$ cat src/rtl/music_pkg.sv
// Shared types and constants for the music sequencer: note-code/divider widths,
// note divider table, FSM states and tempo_sel encodings.
package music_pkg;
    localparam int NOTE_W = 5;
    localparam int DIV_W  = 22;
    localparam int NUM_NOTES = 22;

    localparam logic [DIV_W-1:0] NOTE_DIV_SILENCE = 22'd1;

    // 100 MHz / note frequency, truncated; frequencies rounded to 0.01 Hz.
    // Codes 1..21 walk C4..B6 diatonically.
    localparam logic [DIV_W-1:0] NOTE_DIV [NUM_NOTES] = '{
        22'd1,
        22'd382219, 22'd340529, 22'd303370, 22'd286344, 22'd255102, 22'd227272, 22'd202478,
        22'd191113, 22'd170262, 22'd151687, 22'd143172, 22'd127552, 22'd113636, 22'd101238,
        22'd95556,  22'd85131,  22'd75843,  22'd71586,  22'd63776,  22'd56818,  22'd50619
    };

    typedef enum logic [1:0] {ST_IDLE, ST_PLAY, ST_PAUSE} state_e;

    localparam logic [1:0] TEMPO_X4   = 2'd0;
    localparam logic [1:0] TEMPO_X2   = 2'd1;
    localparam logic [1:0] TEMPO_X1   = 2'd2;
    localparam logic [1:0] TEMPO_HALF = 2'd3;

    function automatic logic [DIV_W-1:0] note_div_of(input logic [NOTE_W-1:0] code);
        if (int'(code) >= NUM_NOTES) return NOTE_DIV_SILENCE;
        return NOTE_DIV[code];
    endfunction
endpackage

$ cat src/rtl/music_rom.sv
// Fixed song ROM: a 16-beat phrase repeated over the song; beat index in,
// left and right note codes out (combinational).
module music_rom
    import music_pkg::*;
(
    input  logic [7:0]        beat_idx,
    output logic [NOTE_W-1:0] code_left,
    output logic [NOTE_W-1:0] code_right
);
    logic unused_hi;
    assign unused_hi = ^beat_idx[7:4];

    always_comb begin
        case (beat_idx[3:0])
            4'd0:    {code_left, code_right} = {5'd1,  5'd8};
            4'd1:    {code_left, code_right} = {5'd3,  5'd0};
            4'd2:    {code_left, code_right} = {5'd5,  5'd8};
            4'd3:    {code_left, code_right} = {5'd0,  5'd0};
            4'd4:    {code_left, code_right} = {5'd5,  5'd12};
            4'd5:    {code_left, code_right} = {5'd6,  5'd13};
            4'd6:    {code_left, code_right} = {5'd8,  5'd15};
            4'd7:    {code_left, code_right} = {5'd0,  5'd0};
            4'd8:    {code_left, code_right} = {5'd8,  5'd15};
            4'd9:    {code_left, code_right} = {5'd9,  5'd16};
            4'd10:   {code_left, code_right} = {5'd10, 5'd17};
            4'd11:   {code_left, code_right} = {5'd12, 5'd19};
            4'd12:   {code_left, code_right} = {5'd10, 5'd17};
            4'd13:   {code_left, code_right} = {5'd8,  5'd15};
            4'd14:   {code_left, code_right} = {5'd5,  5'd12};
            default: {code_left, code_right} = {5'd0,  5'd0};
        endcase
    end
endmodule

$ cat src/rtl/music_sequencer.sv
// Beat sequencer: IDLE/PLAY/PAUSE FSM, beat/cycle counters, articulation gap and
// registered note dividers for two buzzer channels.
module music_sequencer
    import music_pkg::*;
#(
    parameter int BEAT_BASE = 6_250_000,
    parameter int SONG_LEN  = 64
) (
    input  logic             clk,
    input  logic             rst,
    input  logic             start,
    input  logic             pause_tgl,
    input  logic             stop,
    input  logic             loop_en,
    input  logic [1:0]       tempo_sel,
    output logic [DIV_W-1:0] note_div_left,
    output logic [DIV_W-1:0] note_div_right,
    output logic [7:0]       beat_idx,
    output logic             busy,
    output logic             done
);
    localparam int CNT_W = $clog2(4 * BEAT_BASE) + 1;
    localparam logic [7:0] LAST_BEAT = 8'(SONG_LEN - 1);

    state_e            st_q, st_d;
    logic [7:0]        beat_q, beat_d;
    logic [CNT_W-1:0]  cnt_q, cnt_d, per_q, per_d, per_sel;
    logic [DIV_W-1:0]  ndl_q, ndl_d, ndr_q, ndr_d;
    logic              busy_q, busy_d, done_q, done_d;
    logic [NOTE_W-1:0] code_l, code_r;
    logic              beat_end, gap;

    music_rom u_rom (
        .beat_idx   (beat_q),
        .code_left  (code_l),
        .code_right (code_r)
    );

    always_comb begin
        case (tempo_sel)
            TEMPO_X4:   per_sel = CNT_W'(4 * BEAT_BASE);
            TEMPO_X2:   per_sel = CNT_W'(2 * BEAT_BASE);
            TEMPO_X1:   per_sel = CNT_W'(BEAT_BASE);
            default:    per_sel = CNT_W'(BEAT_BASE / 2);
        endcase
    end

    assign beat_end = (cnt_q == per_q - CNT_W'(1));
    assign gap      = (cnt_q >= per_q - (per_q >> 3));

    always_comb begin
        st_d   = st_q;
        beat_d = beat_q;
        cnt_d  = cnt_q;
        per_d  = per_q;
        done_d = 1'b0;
        if (stop) begin
            st_d   = ST_IDLE;
            beat_d = '0;
            cnt_d  = '0;
        end else if (start) begin
            st_d   = ST_PLAY;
            beat_d = '0;
            cnt_d  = '0;
            per_d  = per_sel;
        end else if (pause_tgl && st_q == ST_PLAY) begin
            st_d = ST_PAUSE;
        end else if (pause_tgl && st_q == ST_PAUSE) begin
            st_d = ST_PLAY;
        end else if (st_q == ST_PLAY) begin
            if (!beat_end) begin
                cnt_d = cnt_q + CNT_W'(1);
            end else begin
                cnt_d = '0;
                per_d = per_sel;
                if (beat_q != LAST_BEAT) begin
                    beat_d = beat_q + 8'd1;
                end else if (loop_en) begin
                    beat_d = '0;
                end else begin
                    st_d   = ST_IDLE;
                    beat_d = '0;
                    done_d = 1'b1;
                end
            end
        end
        busy_d = (st_d != ST_IDLE);
        // Dividers follow the current registered state, so they trail it by one cycle.
        ndl_d = NOTE_DIV_SILENCE;
        ndr_d = NOTE_DIV_SILENCE;
        if (st_q == ST_PLAY && !gap) begin
            ndl_d = note_div_of(code_l);
            ndr_d = note_div_of(code_r);
        end
    end

    always_ff @(posedge clk) begin
        if (rst) begin
            st_q   <= ST_IDLE;
            beat_q <= '0;
            cnt_q  <= '0;
            per_q  <= CNT_W'(4 * BEAT_BASE);
            ndl_q  <= NOTE_DIV_SILENCE;
            ndr_q  <= NOTE_DIV_SILENCE;
            busy_q <= 1'b0;
            done_q <= 1'b0;
        end else begin
            st_q   <= st_d;
            beat_q <= beat_d;
            cnt_q  <= cnt_d;
            per_q  <= per_d;
            ndl_q  <= ndl_d;
            ndr_q  <= ndr_d;
            busy_q <= busy_d;
            done_q <= done_d;
        end
    end

    assign note_div_left  = ndl_q;
    assign note_div_right = ndr_q;
    assign beat_idx       = beat_q;
    assign busy           = busy_q;
    assign done           = done_q;
endmodule

$ cat config.mk
export PLATFORM = sky130hd
export DESIGN_NAME = music_sequencer
export DESIGN_NICKNAME = d
export VERILOG_FILES = /design/src/rtl/music_pkg.sv /design/src/rtl/music_rom.sv /design/src/rtl/music_sequencer.sv
export SDC_FILE = /design/constraint.sdc
export NUM_CORES = 1
export LEC_CHECK = 0
export CAP_MARGIN = 5
export CORE_ASPECT_RATIO = 0.9
export CORE_UTILIZATION = 51
export DETAILED_ROUTE_END_ITERATION = 6
export GPL_TIMING_DRIVEN = 0
export PLACE_DENSITY = 0.79
export SLEW_MARGIN = 20
export SYNTH_ARGS = -nofsm -noshare
export SYNTH_HDL_FRONTEND = slang
export SYNTH_SLANG_ARGS = --single-unit
$ cat constraint.sdc
create_clock -name clk -period 5.98 [get_ports clk]
set_clock_uncertainty 0.1 [all_clocks]
set_input_delay 0.598 -clock clk [delete_from_list [all_inputs] [get_ports clk]]
set_output_delay 0.598 -clock clk [all_outputs]
set_load 0.01 [all_outputs]
==> impl_results.md <==
* Number of buffers and inverters on the critical path at 4
* Postcts setup bufs at 0
* Final hold violations at 0
* Die width at 120.4 um
* FF+latch area at 1922 um2
* Drt first pass iters at 7
* Period utilization at 0.9102
* Final setup viols at 0
* FP Rows at 38
* Grt total ovfl at 0
* Post-route ant nets at 0
* ANT cells at 0
* Initial antenna violation count at 0
* Fin crit period at 5.443 ns
* Placed Area at 7192 um2
* DP HPWL at 12,030 um
* CP endpoint kind: register
* Most frequent CP cell: clkbuf_1
* Clk Latency, worst-skew pair at 0.36 ns
* Startpoint Class: register
* Synth area leaders: dfxtp_1 30%, ha_1 12%, nor2_1 4.7%
* All-layer global routing usage at 0.2545
* CTS Buf Count at 9
* Critical R2R Capture: note_div_right[8]$_SDFF_PP0_
* Synth unique cells at 64
* Pre-CTS WS at 0.4413 ns
* Hold Startpoint: cnt_q[1]$_SDFFE_PP0P_
* Setup ws final at 0.5368 ns
* WP data arrival at 5.64 ns
* EDFF count, synth at 0
* RSZ-0062 raised after global routing: no
* Worst Hold Class: reg -> reg
* Peak VDD IR at 0.1954 mV
* Post-synth top area cell: dfxtp_1
* Ports at 62
* Post-Synthesis Cells at 808
* Worst Hold Depth at 2
* Power Density at 183.6 nW/um2
* CTS tree: built
* Worst-Margin Slew at 0.7435 ns
* Worst-path clk slew at 0.07 ns
* Top cell type's share of synthesized area at 0.2988
* Hold Path End: cnt_q[1]$_SDFFE_PP0P_
* PortBufs at 54
* WL final at 15,990 um
* Layout net count at 948
* Share of layout cells above drive strength 1 at 0.05210
* Area of the multi-input gates at 4164 um2
* Max-slew headroom at 0.5005
* Initial core utilization at 0.5285
* Global-route wire length before repair at 26,250 um
* Outcome: complete, no violations
* Htree depth at 3
* Clock buffer depth at 2
* Core area at 12,170 um2
* Iteration-0 DRC Markers at 668
* Netlist Area Pre-Place at 6432 um2
* Crit-path max FO at 10
* Crit Path Class: reg -> reg
* Warning count from the yosys run at 0
* Die area at 13,070 um2
* Asr flop ratio synth at 0
* CP Data Required Time at 6.18 ns
* Setup TNS at 0 ns
* Die height at 108.5 um
* CP max-delay cell: dfxtp_1
* Pin count of the biggest net entering global routing at 19
* Avg Cell Area, Syn at 7.961 um2
* Pleak at 0.003007 uW
* Clk sink count at 96
* Fmax at 183.7 MHz
* Worst reg2reg setup slack at 0.54 ns
* Final Cell Area at 7492 um2
* Max Cap Viol at 0
* GP Congestion at 0.9722
* Layout fillers at 1,140
* Register area share after synthesis at 0.2988
* Avg WL per Cell at 15.33 um
* Number of synthesized register bits at 96
* Vias at 5,959
* Residual DRC at 0
* Vias in the first global route at 5,425
* Primary FF master, synth: dfxtp_1
* P&R area growth vs syn at 16.48%
* Final slew viol count at 0
* Cell-by-cell trace of the critical path: clkbuf_1 > inv_1 > ha_1 > clkbuf_1 > nand3b_1 > a21boi_0 > o21a_1 > o21bai_1 > a21boi_0 > o21ai_0 > o21ai_0 > a211oi_1 > xnor2_1 > ha_1 > nand4_1 > or2_2 > nor2b_1 > nand2_1 > nand3_1 > nor2_2 > clkbuf_1 > o2111ai_1 > nor2_1
* Vias per cell at 5.713
* Worst r2r src: per_q[8]$_SDFFE_PP0P_
* Final hold slack at 0.4211 ns
* Reg2Reg Depth at 23
* CP peak stage delay at 0.45 ns
* CTS root buffer: clkbuf_16
* CP delay by family, top: compound AO/OA/AOI/OAI gates
[flip-flops by register name, indices dropped and copies added, names as in the netlist]
name,cells
note_div_left,19
beat_idx,8
st_q,2
per_q,11
note_div_right,19
u_rom.code_left,4
done,1
u_rom.code_right,5
busy,1
cnt_q,26
[area by class of cell]
| type | instances | share of cell area |
|---|---|---|
| Tap cell | 160 | 0.02672 |
| Inverter | 33 | 0.01653 |
| Timing Repair Buffer | 54 | 0.07214 |
| Clock inverter | 6 | 0.007682 |
| Multi-Input combinational cell | 631 | 0.5558 |
| Buffer | 53 | 0.03273 |
| Clock buffer | 10 | 0.03190 |
| Sequential cell | 96 | 0.2565 |
[cell usage in the layout (no fill, tap or decap), drive strengths merged, types with 7 or more instances in the layout]
cell type      synthesis  final
nor2b                  9      9
nor4                   8      8
a21oi                 50     50
inv                   33     37
nand2b                27     27
nor2                  81     81
nand4                 16     16
clkdlybuf4s50          0     54
ha                    62     62
and3                  22     22
clkbuf                39     49
xnor2                 27     27
buf                   14     14
mux2i                  9      9
a21o                  12     12
o21ai                 54     54
nand3                 43     43
or2                    7      7
dfxtp                 96     96
nand2                 61     61
xor2                  31     31
or3                    8      8
nor3                  13     13
[stage by stage]
| stage | power, uW | utilization | instances |
|---|---|---|---|
| detailed placement | 803.0 | 0.5909 | 1027 |
| finish | 1376 | 0.6155 | 1043 |
| global placement | 799.5 | 0.5909 | 1027 |
| floorplan | 765.4 | - | 813 |
| global route | 1429 | 0.6155 | 1043 |
| CTS | 1379 | 0.6152 | 1043 |
[how the worst max path moves through the flow]
stage	from	end	slack, ns	cells past startpoint
3_3_place_gp	per_q[8]$_SDFFE_PP0P_	note_div_right[6]$_SDFF_PP0_	0.48	23
5_1_grt	per_q[8]$_SDFFE_PP0P_	note_div_right[8]$_SDFF_PP0_	0.11	23
2_1_floorplan	per_q[8]$_SDFFE_PP0P_	note_div_left[1]$_SDFF_PP0_	1.64	23
6_report	per_q[8]$_SDFFE_PP0P_	note_div_right[8]$_SDFF_PP0_	0.54	23
3_5_place_dp	per_q[8]$_SDFFE_PP0P_	note_div_right[7]$_SDFF_PP0_	0.44	23
4_1_cts	per_q[8]$_SDFFE_PP0P_	note_div_right[7]$_SDFF_PP0_	0.39	23
[synth_stat cells (3+ instances only)]
cell type	number
mux2i_1	8
o22ai_1	5
nor2_1	81
xor2_1	31
o31a_1	3
nor4b_1	3
nor4_1	7
mux2_2	5
and3_1	22
ha_1	62
o21a_1	5
a31oi_1	3
o21ai_1	4
a21oi_1	50
o21ai_0	49
a21o_1	12
nand3b_1	6
nand2b_1	27
nor3b_1	3
o31ai_1	4
dfxtp_1	96
nand3_1	43
or3_1	8
buf_4	6
inv_1	33
xnor2_1	27
o2111ai_1	4
a21boi_0	5
nor2b_1	9
and4_1	3
or2_2	6
o221ai_1	4
buf_2	6
nand2_1	61
o211ai_1	5
nand4_1	16
clkbuf_1	39
nor3_1	13
[routing by layer]
metal	vias up	part of all wire	GRT usage
met3	28	0.069	0.06593
met4	0	0.018	0.09436
met5	-	0	0
met2	190	0.43	0.3896
met1	2781	0.48	0.3438
li1	2960	-	-
[timing repair]
item                                    4_1_cts  5_1_grt
endpoints found under the setup margin        0       10
endpoints found under the hold margin         0        0
hold buffers                                  0        0
gates resized for setup                       0        3
[worst min-delay path: cells and delay by family (launching register included)]
kind,cells,cell delay [ns]
compound gates,2,0.14
flops,1,0.34
[where the power goes]
group	switching, uW	leakage, uW	internal, uW
clock	280	0.000147	304
combinational	78.6	0.00208	62.0
sequential	5.11	0.000776	646
[cells by family after synthesis]
| family | after synthesis | synth area share |
|---|---|---|
| simple gates | 317 | 0.2511 |
| xor+xnor | 58 | 0.07897 |
| flops | 96 | 0.2988 |
| buf+inv | 86 | 0.05719 |
| other cells | 1 | 0.0005830 |
| fa+ha+maj | 62 | 0.1206 |
| compound gates | 174 | 0.1681 |
| mux | 14 | 0.02470 |
Power figures use the tool's default switching activity.
